===== config.mk =====
export PLATFORM = sky130hd
export DESIGN_NAME = div
export DESIGN_NICKNAME = d
export VERILOG_FILES = /design/src/rtl/div.sv
export SDC_FILE = /design/constraint.sdc
export NUM_CORES = 1
export LEC_CHECK = 0
export CAP_MARGIN = 40
export CORE_MARGIN = 5
export CORE_UTILIZATION = 54
export DETAILED_ROUTE_END_ITERATION = 8
export PLACE_DENSITY = 0.82
export SYNTH_ARGS = -nofsm -noshare
export SYNTH_HDL_FRONTEND = slang
export SYNTH_SLANG_ARGS = --single-unit

===== constraint.sdc =====
create_clock -name Clk -period 2.7 [get_ports Clk]
set_input_delay 0.81 -clock Clk [delete_from_list [all_inputs] [get_ports Clk]]
set_output_delay 0.81 -clock Clk [all_outputs]
set_load 0.005 [all_outputs]

===== src/rtl/div.sv =====
// Sequential 8-bit unsigned restoring divider: one quotient bit per CALC cycle,
// results and divisor exposed registered and as active-low seven-segment glyphs.
module div (
    input  logic       Clk,
    input  logic       Reset,
    input  logic       ClearLoad,
    input  logic       Run,
    input  logic [7:0] S,
    output logic [7:0] Qval,
    output logic [7:0] Rval,
    output logic [7:0] Bval,
    output logic       Busy,
    output logic       DivZero,
    output logic [6:0] QhexU,
    output logic [6:0] QhexL,
    output logic [6:0] RhexU,
    output logic [6:0] RhexL
);

    typedef enum logic [1:0] {IDLE, CALC, DONE} state_t;

    state_t     r_state, w_next;
    logic [8:0] r_a;
    logic [7:0] r_q;
    logic [2:0] r_cnt;
    logic [7:0] r_qval, r_rval, r_bval;
    logic       r_busy, r_dz;

    logic [8:0] w_shift;
    logic [9:0] w_diff;
    logic       w_borrow;
    logic [8:0] w_a_nxt;
    logic [7:0] w_q_nxt;
    logic       w_bzero;

    assign w_bzero = (r_bval == 8'd0);

    // Trial subtraction; A[8] is always 0 so it only serves as the sign extension.
    always_comb begin
        w_shift  = {r_a[7:0], r_q[7]};
        w_diff   = {r_a[8], w_shift} - {2'b00, r_bval};
        w_borrow = w_diff[9];
        w_a_nxt  = w_borrow ? w_shift : w_diff[8:0];
        w_q_nxt  = {r_q[6:0], ~w_borrow};
    end

    always_ff @(posedge Clk or negedge Reset) begin
        if (!Reset) r_state <= IDLE;
        else        r_state <= w_next;
    end

    always_comb begin
        w_next = r_state;
        case (r_state)
            IDLE:    if (Run) w_next = w_bzero ? DONE : CALC;
            CALC:    if (r_cnt == 3'd7) w_next = DONE;
            DONE:    if (!Run) w_next = IDLE;
            default: w_next = IDLE;
        endcase
    end

    always_ff @(posedge Clk or negedge Reset) begin
        if (!Reset) begin
            r_a    <= '0;
            r_q    <= '0;
            r_cnt  <= '0;
            r_qval <= '0;
            r_rval <= '0;
            r_bval <= '0;
            r_busy <= 1'b0;
            r_dz   <= 1'b0;
        end else begin
            r_busy <= (w_next == CALC);
            case (r_state)
                IDLE: begin
                    // Run wins over ClearLoad when both are high.
                    if (Run) begin
                        if (!w_bzero) begin
                            r_q   <= S;
                            r_a   <= '0;
                            r_cnt <= '0;
                            r_dz  <= 1'b0;
                        end else begin
                            r_qval <= 8'hFF;
                            r_rval <= S;
                            r_dz   <= 1'b1;
                        end
                    end else if (ClearLoad) begin
                        r_bval <= S;
                        r_qval <= '0;
                        r_rval <= '0;
                        r_dz   <= 1'b0;
                    end
                end
                CALC: begin
                    r_a   <= w_a_nxt;
                    r_q   <= w_q_nxt;
                    r_cnt <= r_cnt + 3'd1;
                    if (r_cnt == 3'd7) begin
                        r_qval <= w_q_nxt;
                        r_rval <= w_a_nxt[7:0];
                    end
                end
                default: ;
            endcase
        end
    end

    function automatic logic [6:0] hex7(input logic [3:0] n);
        case (n)
            4'h0: hex7 = 7'h40;
            4'h1: hex7 = 7'h79;
            4'h2: hex7 = 7'h24;
            4'h3: hex7 = 7'h30;
            4'h4: hex7 = 7'h19;
            4'h5: hex7 = 7'h12;
            4'h6: hex7 = 7'h02;
            4'h7: hex7 = 7'h78;
            4'h8: hex7 = 7'h00;
            4'h9: hex7 = 7'h10;
            4'hA: hex7 = 7'h08;
            4'hB: hex7 = 7'h03;
            4'hC: hex7 = 7'h46;
            4'hD: hex7 = 7'h21;
            4'hE: hex7 = 7'h06;
            default: hex7 = 7'h0E;
        endcase
    endfunction

    assign Qval    = r_qval;
    assign Rval    = r_rval;
    assign Bval    = r_bval;
    assign Busy    = r_busy;
    assign DivZero = r_dz;
    assign QhexU   = hex7(r_qval[7:4]);
    assign QhexL   = hex7(r_qval[3:0]);
    assign RhexU   = hex7(r_rval[7:4]);
    assign RhexL   = hex7(r_rval[3:0]);

endmodule


=== Yosys cells after proc, flatten, opt, wreduce, memory -nomap -nowiden ===
Memory sizes are Yosys's and may differ from the RTL's.
Cells that the tools add are included.

* Flip-flop bits (word level): 48
* Bits in read-only memories: 448
* Memories: 4

* Add/sub/neg operators: 2
* Equal/unequal tests: 9
* Mux-type cells: 27
* Bitwise operators: 2
* Reductions and logical operators: 8

{| class="wikitable"
|+ Memory list
! memory !! depth !! bits a word !! read ports !! clocked after memory_dff !! write ports !! RTL line !! RTL
|-
| (no name shown) || 16 || 7 || 1 || 0 || 0 || 110 || <nowiki>case (n)</nowiki>
|-
| (no name shown) || 16 || 7 || 1 || 0 || 0 || 110 ||
|-
| (no name shown) || 16 || 7 || 1 || 0 || 0 || 110 ||
|-
| (no name shown) || 16 || 7 || 1 || 0 || 0 || 110 ||
|}

{| class="wikitable"
|+ Operators by type and width
! operator !! number
|-
| 8-bit two-way mux || 9
|-
| 8-bit case mux with 2 select lines || 3
|-
| 9-bit two-way mux || 3
|-
| 9-bit case mux with 2 select lines || 1
|-
| 10-bit by 8-bit subtractor with 10-bit output || 1
|-
| 8-bit zero test || 1
|-
| 2-bit two-way mux || 4
|-
| 3-bit two-way mux || 2
|-
| 2-bit != test (second input constant) || 3
|-
| 3-bit != test (second input constant) || 2
|-
| 2-bit case mux with 3 select lines || 1
|-
| 3-bit case mux with 2 select lines || 1
|-
| 3-bit AND reduction || 2
|-
| 2-bit by 1-bit equality test with 1-bit output (second input constant) || 2
|-
| 4-bit AND reduction || 1
|-
| 2-bit nonzero test || 2
|-
| 3-bit by 1-bit adder with 3-bit output (second input constant) || 1
|-
| 3-bit equality test (second input constant) || 1
|-
| 1-bit two-way mux || 3
|-
| 2-bit equality test (second input constant) || 1
|-
| 2-bit zero test || 1
|-
| 1-bit NOT || 2
|-
| 2-bit AND reduction || 1
|}

=== Longest topological paths before layout ===
* Depth in word-level cells: 5
* Depth in mapped cells: 10
* Mapped depth without buffers: 10

=== Worst setup path before layout ===
Ideal clock, no wire load.

* Path kind: flip-flop to flip-flop
* From: register r_q[7]
* To: register r_rval[6], in the netlist Rval[6]
* Library setup time: 0.082 ns
* Data arrival time: 2.322 ns
* Setup slack: 0.296 ns
* Cell stages (with the launch flop): 11
* Clock period less this slack: 2.404 ns
* Cell sequence: dfrtp_1 > inv_1 > ha_1 > inv_1 > fa_1 > a21o_1 > a22oi_1 > mux2_2 > a2111oi_0 > o31ai_1 > a31oi_1

* Word-level cells in the longest chain between the ends: 4

{| class="wikitable"
|+ Ends and longest elaborated chain
! what !! RTL line !! RTL
|-
| start, declared || 24 || <nowiki>logic [7:0] r_q;</nowiki>
|-
| start signal, assigned || 97 || <nowiki>r_q <= w_q_nxt;</nowiki>
|-
| 10-bit by 8-bit subtractor with 10-bit output || 41 || <nowiki>w_diff = {r_a[8], w_shift} - {2'b00, r_bval};</nowiki>
|-
| 9-bit two-way mux || 43 || <nowiki>w_a_nxt = w_borrow ? w_shift : w_diff[8:0];</nowiki>
|-
| 8-bit two-way mux || 99 || <nowiki>if (r_cnt == 3'd7) begin</nowiki>
|-
| 8-bit case mux with 2 select lines || 74 || <nowiki>case (r_state)</nowiki>
|-
| end signal, assigned || 101 || <nowiki>r_rval <= w_a_nxt[7:0];</nowiki>
|-
| end, declared || 26 || <nowiki>logic [7:0] r_qval, r_rval, r_bval;</nowiki>
|}

Every way passes these cells. The select of a mux whose other input is x is not followed.
A chain may end at the register's enable or synchronous reset.

=== Final worst setup path ===
* From: register r_rval[4], in the netlist Rval[4]
* To: output port RhexU[3]

* Word-level cells in the longest chain between the ends: 1

{| class="wikitable"
|+ Ends and longest elaborated chain
! what !! RTL line !! RTL
|-
| memory read 16 x 7 bit || -- ||
|-
| end, declared || 16 || <nowiki>output logic [6:0] RhexU,</nowiki>
|}

Every way passes these cells.

==> results.ini <==
[detailed_routing]
via_per_inst=6.018
avgRoutedWirePerCell_um=17.20
drt_first_pass_iters=5
vias=3743
drc=0
totalWireLength_mm=10.70
dr.first_iter.drc_count=266
drtAntennaViolNets=0

[logic_synthesis]
syn-num-nets=495
synthCells=448
syn_avg_cell_area_um2=8.351
synthArstFlopShare_pct=100.0
ys_seq_area_share_pct=32.11
yosysWarningCount=0
ys_seq_elements=48
netlist_area_mm2=0.003741
ys.flop_type=dfrtp_1
synth_edf_count=0
ys_types=57

[sta]
max_slew_margin_pct=39.26
rsz0062_at_grt=yes
fin_crit_ps=2635
fin_skew_ps=5.724
hold_viol_final=0
setup_violations=0
max_freq_mhz=379.6
max_slew.worst_pin.slew_ps=911.1
whs_ps=480.7
min_period_over_period_pct=97.58
slew_violations=0

[die]
ios=66
core_mm2=0.006756
die_width_um=93.24
die_y_um=93.24
initial_core_util_pct=55.37
row_count=30
die_area_mm2=0.008693

[global_routing]
grt_max_degree=33
antenna_found_initial=0
grtUsageTotal_pct=24.99
overflow=0
grt_pass1_wl_mm=17.51
grt_pass1_vias=3684

[pwr]
clockPowerShare_pct=7.2
leakage_uw=0.002374
intPower_uw=4301
p_per_area_mw_per_mm2=1596
power_uw=7921
peakVddDrop_v=0.0008475
p_comb_share_pct=73.9
power_frac_seq_pct=18.9
p_sw_uw=3619
sw_frac_of_total_pct=45.69

[final_layout]
nFillCells=478
nNetsFinal=588
multi_input_area_mm2=0.002436
layout-drive-gt1-share_pct=20.11
ff_latch_area_mm2=0.001201
n_antenna_cell=0
area_delta_synth_final_pct=32.64

[clocking]
clk_path_buf_depth=2
cts.sinks=48
h-tree-depth=2
clk_latency_ps=300
cts_made_buffers=5
hold_buffers=0
cts_tree=done
cts-root-buf=clkbuf_8
clkTransAtPathRegs_ps=90

[hold_path]
hold_path.class=register to register

[worst_setup_path]
cp.arrival_ps=1820
worstPathMaxFanout=5
critPathCaptureType=output pin
cp.required_ps=1890
worstSetupStartpointType=register
worstSetupPathType=register to output pin

[placed_design]
dp.final_hpwl_mm=7.925
io_buffer_count=65
place_congestion=0.9576

[flow_run]
cap_violations=0

[run_status]
run_status=complete, no violations

## layout make-up
cell class	count	share of cell area (%)
multi-input cells	345	49.09
flip-flops and latches	48	24.21
repair buffers	114	20.10
inverters	27	2.042
well taps	80	2.017
clock buffers	7	1.942
clock inverters	1	0.6051
## cell usage in the layout (no fill, tap or decap), types with 3 or more instances in the layout
cell             count
or3b_2               3
ha_4                 4
o31ai_1              4
buf_4               48
mux2_2               3
a32o_1               4
or3_1                3
ha_2                 4
nor2_1              55
nor3_1               3
dlygate4sd2_1       13
nor2b_2              5
clkbuf_8             7
nand3_1             13
inv_1               19
nand2b_1             3
mux4_2               4
inv_2                8
o21ai_0             20
ha_1                26
mux2i_1             12
a22o_1               9
and2_1               3
o21ai_1              5
clkdlybuf4s50_1     38
a211o_1              3
dlymetal6s2s_1       7
nand2_1             45
nand3b_1             3
nor2b_1              5
and3_1               4
a21o_1               4
a31oi_1             12
nor4_1               7
clkbuf_2             5
dfrtp_1             48
a21oi_1             41
## kinds of logic (layout without fill, tap and decap cells)
logic type               Yosys count  count (layout)  share of synthesized area (%)
adder cells (fa/ha/maj)           35              35                          11.91
XOR/XNOR                           3               3                         0.7025
AND/OR/NAND/NOR                  162             162                          20.57
flip-flops                        48              48                          32.11
multiplexers                      19              19                          6.522
buffers and inverters             55             149                          5.953
AO/OA/AOI/OAI                    126             126                          22.24
## timing repair
action,4_1_cts,5_1_grt
cloned,0,0
gates resized for setup,37,37
pin swaps,1,1
endpoints found under the setup margin,23,24
buffers inserted,8,1
## path summary, 6_finish.rpt
path | cells past startpoint | startpoint | slack, ps | to
min | 1 | r_cnt[0]$_DFFE_PN0P_ | 480 | r_cnt[0]$_DFFE_PN0P_
min in group asynchronous | 1 | Reset | 500 | Rval[6]$_DFFE_PN0P_
max | 4 | Rval[4]$_DFFE_PN0P_ | 70 | RhexU[3]
min reg2reg | 1 | r_cnt[0]$_DFFE_PN0P_ | 480 | r_cnt[0]$_DFFE_PN0P_
max in group asynchronous | 2 | Reset | 1660 | r_q[5]$_DFFE_PN0P_
max reg2reg | 10 | r_q[7]$_DFFE_PN0P_ | 150 | Rval[6]$_DFFE_PN0P_
## flip-flops by register name (all words and copies together) (netlist names)
signal   count
r_q          8
Bval         8
r_cnt        3
r_a          9
DivZero      1
r_state      2
Qval         8
Rval         8
Busy         1
## worst max-delay path, stage by stage, from the launching register on
cell	delay [ps]
dfrtp_1	410
buf_4	170
ha_1	220
mux4_2	440
dlygate4sd2_1	280
## Yosys cell counts, types with 3 or more instances
cell type	number	area share (%)
nand2b_1	3	0.50
nand3_1	13	1.7
ha_1	34	11
a21oi_1	41	5.5
inv_1	27	2.7
a211o_1	3	0.70
o31ai_1	4	0.80
a21o_1	4	0.80
mux2_2	3	0.90
or3b_2	3	0.70
clkbuf_1	24	2.4
nand3b_1	3	0.60
mux4_2	4	2.4
a211oi_1	4	0.80
mux2i_1	12	3.2
nor2_1	55	5.5
a22o_1	9	2.1
a2111oi_0	3	0.70
nor4_1	8	1.3
o21ai_0	23	3.1
a32o_1	4	1.1
and3_1	4	0.67
or3_1	3	0.50
and2_1	3	0.50
dfrtp_1	48	32
a31oi_1	12	2.0
nand2_1	45	4.5
nor2b_1	10	1.7
nor3_1	4	0.54
## power groups by stage
| stage | logic (uW) | clock network [uW] | registers (uW) |
|---|---|---|---|
| final | 5850 | 573 | 1490 |
| after detailed placement | 5680 | 0 | 1490 |
| after CTS | 5670 | 580 | 1470 |
| after global placement | 5510 | 0 | 1470 |
| after floorplan | 3330 | 0 | 1440 |
| after global routing | 6420 | 609 | 1550 |
## routing by layer
metal | track usage [%] | up-vias | wire, um
met5 | 0 | - | 0
met4 | 9.768 | 0 | 422
met3 | 3.459 | 39 | 503
li1 | - | 1775 | -
met1 | 31.26 | 1794 | 4570
met2 | 43.42 | 135 | 5203
## stage by stage
step	TNS, ps	area, um^2	utilization, %	setup slack, ps	std cells
after global routing	-11.74	4962	73.44	-9.825	622
after global placement	-61.95	4693	69.46	-61.95	605
final	0	4962	73.44	65.42	622
after detailed placement	0	4693	69.46	20.80	605
after CTS	-93.14	4883	72.28	-67.63	621
after floorplan	0	3741	-	296.3	448
Note: power is estimated with default switching activity, not from simulation.
